### config.mk
export PLATFORM = sky130hd
export DESIGN_NAME = gpio_debounce
export DESIGN_NICKNAME = d
export VERILOG_FILES = /design/src/rtl/gpio_debounce.sv
export SDC_FILE = /design/constraint.sdc
export NUM_CORES = 1
export LEC_CHECK = 0
export CAP_MARGIN = 30
export CORE_ASPECT_RATIO = 1.1
export CORE_MARGIN = 2
export CORE_UTILIZATION = 40
export DETAILED_ROUTE_END_ITERATION = 16
export PLACE_DENSITY_LB_ADDON = 0.2
export SYNTH_ARGS = -nofsm -noshare
export SYNTH_HDL_FRONTEND = slang
export SYNTH_SLANG_ARGS = --single-unit
export TNS_END_PERCENT = 5
### constraint.sdc
create_clock -name clk -period 5.1 [get_ports clk]
set_input_delay 1.02 -clock clk [delete_from_list [all_inputs] [get_ports clk]]
set_output_delay 1.02 -clock clk [all_outputs]
set_load 0.005 [all_outputs]
### src/rtl/gpio_debounce.sv
// gpio_debounce: 2-flop synchroniser and per-bit stability counter.
// Rise/fall pulse registers exist only when GPIO_DEBOUNCE_EDGE_EN is defined.
module gpio_debounce #(
   parameter int gpio_w = 8,
   parameter int cnt_w  = 16
) (
   input  logic              clk,
   input  logic              rst,
   input  logic [cnt_w-1:0]  thresh,
   input  logic [gpio_w-1:0] gpi_raw,
   output logic [gpio_w-1:0] gpi_clean,
   output logic [gpio_w-1:0] rise,
   output logic [gpio_w-1:0] fall
);

   localparam logic [cnt_w-1:0] cnt_one = cnt_w'(1);

   logic [gpio_w-1:0] s1;
   logic [gpio_w-1:0] s2;
   logic [gpio_w-1:0] mism;
   logic [gpio_w-1:0] commit;

   // bring the pad levels into the clk domain
   always_ff @(posedge clk or posedge rst) begin
      if (rst) begin
         s1 <= '0;
         s2 <= '0;
      end else begin
         s1 <= gpi_raw;
         s2 <= s1;
      end
   end

   assign mism = s2 ^ gpi_clean;

   for (genvar i = 0; i < gpio_w; i++) begin : g_bit
      logic [cnt_w-1:0] cnt;

      // commit once the mismatch has held for thresh counted edges
      assign commit[i] = mism[i] && (cnt >= thresh);

      // count while mismatched; a match or a commit clears the count
      always_ff @(posedge clk or posedge rst) begin
         if (rst) begin
            cnt <= '0;
         end else if (mism[i] && !commit[i]) begin
            cnt <= cnt + cnt_one;
         end else begin
            cnt <= '0;
         end
      end
   end

   // clean level flips exactly on the bits that commit
   always_ff @(posedge clk or posedge rst) begin
      if (rst) begin
         gpi_clean <= '0;
      end else begin
         gpi_clean <= gpi_clean ^ commit;
      end
   end

`ifdef GPIO_DEBOUNCE_EDGE_EN
   // one-cycle pulses aligned with the first cycle of the new level
   always_ff @(posedge clk or posedge rst) begin
      if (rst) begin
         rise <= '0;
         fall <= '0;
      end else begin
         rise <= commit & s2;
         fall <= commit & ~s2;
      end
   end
`else
   assign rise = '0;
   assign fall = '0;
`endif

endmodule

==> run summary, run 1 <==
The die covers 0.0250 mm^2. The detailed-routing iteration count for the pre-antenna-repair pass was 4. Across the run, the number of max-cap violations was 0. The number of gates resized after CTS was 0. The worst register-to-register path has a setup slack of 2.75 ns. The synthesized netlist occupies a cell area of 0.00951 mm^2.

The tools report the number of max-slew violations in the final report as 0. Setup violations remaining at the end of the flow were counted as 0. The capture endpoint of the worst hold path is s2[6]. The via count of the first global-routing pass is 6884, and the worst setup slack after placement is 1.22 ns.

TritonCTS built the clock tree. The combinational fraction of design power came out at 8.2%. The total number of placement rows was 59; the total number of clock tree sinks was 152. The number of antenna violations at the first check in global routing came out at 0. The time the final worst path needs with I/O delays and setup was 3.41 ns. For the part of the total power dissipated in sequential elements, the log shows 45.1%.

The routability congestion estimate from global placement was 0.797. During I/O placement, the number of pins put on the boundary was 50. After detailed routing, the number of remaining DRC violations is 0. The type of the most critical hold path was flip-flop to flip-flop. The cell sitting at the root of the clock tree is a clkbuf_16. In the synthesized netlist the async set-or-reset flop fraction comes to 100%. The tools report the worst setup skew after layout as 0.00544 ns. Of the cells placed in the final design, the portion with a size suffix greater than 1 is 4.50%.

For this design the total switching power over the nets is 656 uW. The longest clock path from root to sink contains 2 buffers. Setup total negative slack on the finished layout was measured at 0 ns. The worst setup path is launched from an input port. The detailed router finished its first iteration with 338 violations. For the H-tree depth, the log shows 4. The critical-path maximum fanout was 16; the wire length per cell was 15.7 um. The number of buffers inserted to repair setup after CTS came out at 0.

The total grt overflow was 0. By area the synthesized netlist is led by dfrtp_1 (40%), ha_1 (18%), nor2_1 (6.4%), xor2_1 (5.6%), xnor2_1 (5.4%). The total routing resource utilization after global routing was 18.0%. The tools report the tightest hold margin as 0.346 ns. The relative contribution of the clock network to total power was 46.7%; the number of buffers added on ports was 33.

After layout, the worst path uses 66.8% of the clock period. The first-pass GRT wire length was 35300 um; the switching fraction of total power was 23.6%. The worst path meets setup with 1.69 ns of slack.

The proportion of netlist area held by the largest area contributor was 40.0%. Once detailed placement completed, the half-perimeter wirelength came to 14400 um. The startpoint identified for the worst register-to-register timing path is g_bit[6].cnt[7]. After detailed routing, the number of vias per cell comes to 5.12.

The worst register-to-register path ends at g_bit[6].cnt[8]. The number of CTS-inserted buffers is 17, and the final net count is 1194. Timing would allow up to 294 MHz. During synthesis, Yosys emitted a total of 0 warnings. For the pin with the worst max-slew slack, the measured transition is 0.840 ns. Clock-pin slew was measured on the worst setup and hold paths at 0.06 ns. The number of cells traversed by the worst hold path works out to 0. Main flop type after synthesis: dfrtp_1.

A synthesized cell averages 9.62 um^2. The internal portion of the total power is 2.12 mW. The total area inside the core boundary comes to 0.0235 mm^2.

Leading area contributor after synthesis: dfrtp_1. The die is 151 um wide. Once detail routing completed, the nets flagged for antenna violations numbered 0. For the total via count after detailed routing, the log shows 6910. The height of the die was 166 um. The effective utilization at floorplan came out at 40.5%. Once layout is complete, the utilization of the core stands at 45.7%. The area growth from synthesis to layout is 12.8%, and the power density over the cells is 259 mW/mm^2. For the tightest slew margin relative to the limit, the log shows 44.0%. The logs give 48 for the count of different cell masters after synthesis and 2.78 mW for the total power after layout. The synthesized design contains 0 enable-type register cells. 0 antenna diodes ended up in the layout.

Synthesis handed over a netlist of 988 instances. STA classifies the critical path endpoint as a flip-flop. Count of cells along the worst register-to-register path: 6.

Entering global routing, the biggest net connects 153 pins. The required time of the critical path is 5.43 ns. For this block, the routed nets add up to 21300 um of wire. Startpoint of the worst hold path: s1[6]. After clock tree synthesis, the flow added hold-fix buffers numbering 0. The flip-flop and latch count after synthesis works out to 152. At the worst endpoint, the arrival time is 3.74 ns. The run gives 4.96 nW as the leakage power.

For the hold violation total from the final report, the log shows 0. The share of the yosys chip area belonging to registers came out at 40.0%. For the peak ir drop on the vdd network, the log shows 0.203 mV. The run finished with clean final reports. For the later-pin clock latency in the skew report, the log shows 0.43 ns. The critical path in this run is classified as input port to flip-flop. Setup repair after global routing left no endpoint under its margin.
[worst max-delay path by stage]
stage                    from                          to  slack (ns)  cells past startpoint
floorplan                 rst  asynchronous set/reset pin        2.16                      1
global placement    thresh[7]             g_bit[6].cnt[1]        1.30                      8
detailed placement  thresh[7]             g_bit[6].cnt[8]        1.22                      8
CTS                 thresh[7]             g_bit[6].cnt[8]        1.66                      8
global route        thresh[0]             g_bit[1].cnt[3]        1.50                      7
finish              thresh[7]             g_bit[6].cnt[8]        1.69                      8
[metrics by stage]
| step | std cells | area (um^2) |
|---|---|---|
| final | 1350 | 10700 |
| after global routing | 1350 | 10700 |
| after CTS | 1350 | 10700 |
| after detailed placement | 1318 | 10100 |
| after global placement | 1318 | 10100 |
| after floorplan | 1003 | 9570 |
[flip-flops by register name (all words and copies together), names as in the netlist, named ones only]
| signal | flops |
|---|---|
| g_bit.cnt | 128 |
| s1 | 8 |
| s2 | 8 |
[synthesized netlist by cell type, types with 2 or more instances]
cell,number
a211oi_1,6
a21oi_1,46
o211ai_1,7
nand3_1,59
o211ai_2,3
and4_1,10
mux2_2,8
nor2b_1,2
a2111o_1,5
xor2_1,61
a31oi_1,3
and3_1,11
or3_1,2
nor2_1,161
buf_4,17
xnor2_1,59
inv_1,42
nor3_1,34
nor3b_1,5
ha_1,136
nand2_1,69
nand4_1,30
o21ai_0,21
nor4_1,6
dfrtp_1,152
buf_6,2
nand2b_1,5
buf_2,6
[final cells by class]
type | instances | area, um^2
fillers | 2240 | 12700
multi-input cells | 784 | 5420
flip-flops and latches | 152 | 3800
clock buffers | 25 | 485
well taps | 305 | 382
repair buffers | 35 | 358
inverters | 42 | 161
clock inverters | 7 | 116
[kinds of logic (layout without fill, tap and decap cells)]
family	Yosys count	count (layout)	share of synthesized area (%)
other	1	16	0.0394
and+or+nand+nor	401	401	19.7
buffers and inverters	67	109	3.55
xor gates and xnor gates	120	120	11.1
muxes	8	8	0.948
adders and majority gates	136	136	17.9
AOI/OAI and AO/OA	103	103	6.83
DFF	152	152	40.0
[cells in the final DEF (no fill, tap or decap), types with 6 or more instances in the layout]
cell             synthesis  layout
nor2_1                 161     161
and3_1                  11      11
a211oi_1                 6       6
inv_1                   42      41
xnor2_1                 59      59
conb_1                   1      16
o211ai_1                 7       7
dfrtp_1                152     152
nand3_1                 59      59
a21oi_1                 46      46
nor3_1                  34      34
mux2_2                   8       8
ha_1                   136     136
and4_1                  10      10
xor2_1                  61      61
clkbuf_16                0      17
nor4_1                   6       6
nand2_1                 69      69
nand4_1                 30      30
o21ai_0                 21      21
clkdlybuf4s50_1          0      33
[critical path: stages]
cell and delay (ns):
clkdlybuf4s50_1 0.39, inv_1 0.44, ha_1 0.37, a21oi_1 0.17, nand3_1 0.09, a221oi_1 0.31, nand4_1 0.63, nor2_1 0.30
[power by group through the flow]
| stage | combinational (mW) | sequential [mW] | clock [mW] |
|---|---|---|---|
| 3_3_place_gp | 0.226 | 1.27 | 0 |
| 4_1_cts | 0.232 | 1.25 | 1.33 |
| 5_1_grt | 0.262 | 1.26 | 1.39 |
| 6_report | 0.227 | 1.25 | 1.30 |
| 2_1_floorplan | 0.160 | 1.27 | 0 |
| 3_5_place_dp | 0.230 | 1.28 | 0 |
[metal layers]
| layer | up-vias | track usage, % | share of wire [%] |
|---|---|---|---|
| met5 | - | 0 | 0 |
| met1 | 3304 | 24.3 | 46 |
| met4 | 0 | 4.47 | 1.2 |
| li1 | 3518 | - | - |
| met3 | 16 | 3.06 | 4.2 |
| met2 | 72 | 30.0 | 49 |
(Power assumes the default switching activity.)
==> run 2, diff against run 1 <==
clock period = 2.8 ns   (was 5.1 ns; I/O delays follow)
==> run 2 against run 1 <==
Sequential share of layout area is 1.6 points lower. Core utilization up 2.2 points. Sequential cell count unchanged. Largest power group is now registers. Non-clock buffer count up 50. Cell count up 3.7%. Total power is 81% higher. Via count is 2.9% higher. Combinational power up 110%.
==> run summary, run 2 (same netlist as run 1, synthesis figures left out) <==
Summing internal, switching and leakage power gives 5.03 mW. For the finished layout, the period the worst path requires is 2.46 ns. The routability congestion estimate from global placement was 0.789.

The library cells used most frequently in the layout, excluding fill and tap cells, are nor2_1 (161), dfrtp_1 (152), ha_1 (136). The total overflow left after global routing is 0. The number of buffers inserted to repair setup after CTS came out at 0.

The type of the setup path with the least slack is input port to flip-flop. The most common library cell in the layout ignoring fill and taps is nor2_1. The logs give 0 for the number of max-slew violations in the final report and 0.00845 ns for the worst setup skew after layout. Across the VDD grid, the largest voltage drop is 0.348 mV. The effective utilization at floorplan is 40.5%, and the total number of placement rows is 59. The startpoint class of the critical path is an input port.

The clock transition at the registers of the reported paths came out at 0.07 ns. The most used cell along the critical path is nand4_1. The tools report the HPWL after detailed placement as 16500 um. TritonCTS built the clock tree. The tools report the final count of negative-setup-slack endpoints as 0.

The number of gates resized after cts is 0. Summed over all layers, the routed wires come to 21800 um. For the number of hold buffers added after CTS, the log shows 0. The arrival time at the worst endpoint was 2.78 ns.

The tools report the total via count after detailed routing as 7107. Clock tree synthesis found a total of 152 sinks. Counting the fill cells in the layout gives 2217. The endpoint type of the worst setup path is a flip-flop.

The first routing iteration left 342 violations. Cells with a size suffix above 1 make up 9.22% of the layout. The largest registers in the layout are g_bit.cnt x128, s1 x8, s2 x8. Walking the worst path, the cells encountered are clkdlybuf4s50_1 -> inv_1 -> buf_4 -> ha_1 -> nand4_1 -> nor3_1 -> nand4_1 -> nand3_1 -> mux2_2. The floorplan step defined a core boundary enclosing 0.0235 mm^2.

Entering global routing, the biggest net connects 52 pins. Setup total negative slack on the finished layout was measured at 0 ns. The tools report the DRC violation count after routing as 0. In this run the power density over the cells is 448 mW/mm^2. Setup repair after global routing left no endpoint under its margin. The run gives 0 as the max-cap violation count.

For this run, the post-layout net count is 1244. The register ranked first by flip-flop count is g_bit.cnt. The number of buffers added on ports came out at 33. The mean number of vias per cell was 5.08. The logs give 2 for the number of buffers between clock root and the deepest sink and 50 for the I/O pin total. The tools report the cell at the root of the clock tree as clkbuf_16. 0 antenna diodes ended up in the layout.

Dividing the detail-routed wire length by the instance count gives 15.6 um. For the later-pin clock latency in the skew report, the log shows 0.43 ns. On the worst path, the slowest cell contributes a delay of 0.46 ns. Global routing used 18.8% of the available tracks across all layers. The number of flip-flops under the largest register name was 128; the first-pass GRT wire length was 36900 um. The via count of the first global-routing pass is 7116, and the detailed-routing iteration count for the pre-antenna-repair pass is 4. The height of the die works out to 166 um.

The logs give 3.12 ns for the required time of the critical path and 5.23 nW for the leakage power. The tightest min-delay check is of the flip-flop to flip-flop type. Along the worst path, the maximum fanout reaches 4. The number of cells traversed by the worst hold path works out to 0. The number of cells on the worst reg-to-reg path is 8.

The area growth from synthesis to layout is 18.2%. The number of CTS-inserted buffers is 17. The run finished with clean final reports. CTS built an H-tree with a depth of 4.

The number of antenna violations at the first check in global routing came out at 0. In this run the tightest slew margin relative to its limit is 59.7%. The die covers 0.0250 mm^2. The worst path uses 88.0% of the clock period.

For the hold violation total from the final report, the log shows 0. The antenna violation net count after detailed routing is 0. From left edge to right edge, the die measures 151 um. On the critical path, the stage with the largest delay is an instance of clkdlybuf4s50_1. The pin slew with the least headroom to its limit was 0.604 ns; the achievable clock frequency was 406 MHz. The tools report the end-of-flow core utilization as 47.9%.
[run 2: cell count changes in the layout (fill, tap and decap cells not counted)]
| cell | previous run | this run |
|---|---|---|
| buf_4 | 1 | 39 |
| buf_12 | 1 | 13 |
| clkbuf_1 | 5 | 1 |
| clkinv_4 | 1 | 5 |
| bufinv_16 | 3 | 1 |
| clkinv_2 | 2 | 0 |
| clkinvlp_4 | 2 | 4 |
| inv_6 | 0 | 2 |
[run 2: routing by layer]
layer | up-vias | wire [um] | track usage [%]
met5 | - | 0 | 0
met2 | 80 | 10100 | 29.9
met3 | 32 | 464 | 2.53
met1 | 3383 | 10600 | 26.2
li1 | 3612 | - | -
met4 | 0 | 548 | 7.07
[run 2: layout make-up]
type	instances	area, um^2	share of cell area, %
Timing Repair Buffer	85	883	7.86
Sequential cell	152	3800	33.8
Tap cell	305	382	3.40
Clock buffer	21	470	4.19
Multi-Input combinational cell	784	5420	48.3
Inverter	42	161	1.44
Clock inverter	11	114	1.01
[run 2: power by group]
group	internal (mW)	switching [mW]	total (mW)
combinational	0.212	0.269	0.481
clock	1.31	0.964	2.27
sequential	2.24	0.0450	2.28
total	3.75	1.28	5.03
[run 2: path summary, 6_finish.rpt]
| kind | from | to | slack, ns |
|---|---|---|---|
| setup / recovery | thresh[14] | flip-flop | 0.34 |
| hold / removal | s1[4] | s2[4] | 0.35 |
| setup reg to reg | g_bit[2].cnt[0] | g_bit[2].cnt[6] | 0.71 |
| hold reg to reg | s1[4] | s2[4] | 0.35 |
| max in group asynchronous | rst | s2[3] | 1.76 |
| min in group asynchronous | rst | s2[6] | 0.41 |
[run 2: worst max-delay path, delay by kind of cell]
family	cells	cell delay [ns]
buffers and inverters	3	0.79
multiplexers	1	0.33
adder cells (fa/ha/maj)	1	0.29
AND/OR/NAND/NOR	4	0.81
[run 2: metrics by stage]
| step | cells | hold WS, ns | setup slack [ns] | cell area, um^2 |
|---|---|---|---|---|
| 2_1_floorplan | 1003 | 0.331 | 0.323 | 9570 |
| 3_3_place_gp | 1368 | 0.332 | -0.113 | 10700 |
| 3_5_place_dp | 1368 | 0.335 | -0.129 | 10700 |
| 4_1_cts | 1400 | 0.350 | 0.327 | 11200 |
| 5_1_grt | 1400 | 0.360 | 0.171 | 11200 |
| 6_report | 1400 | 0.348 | 0.337 | 11200 |
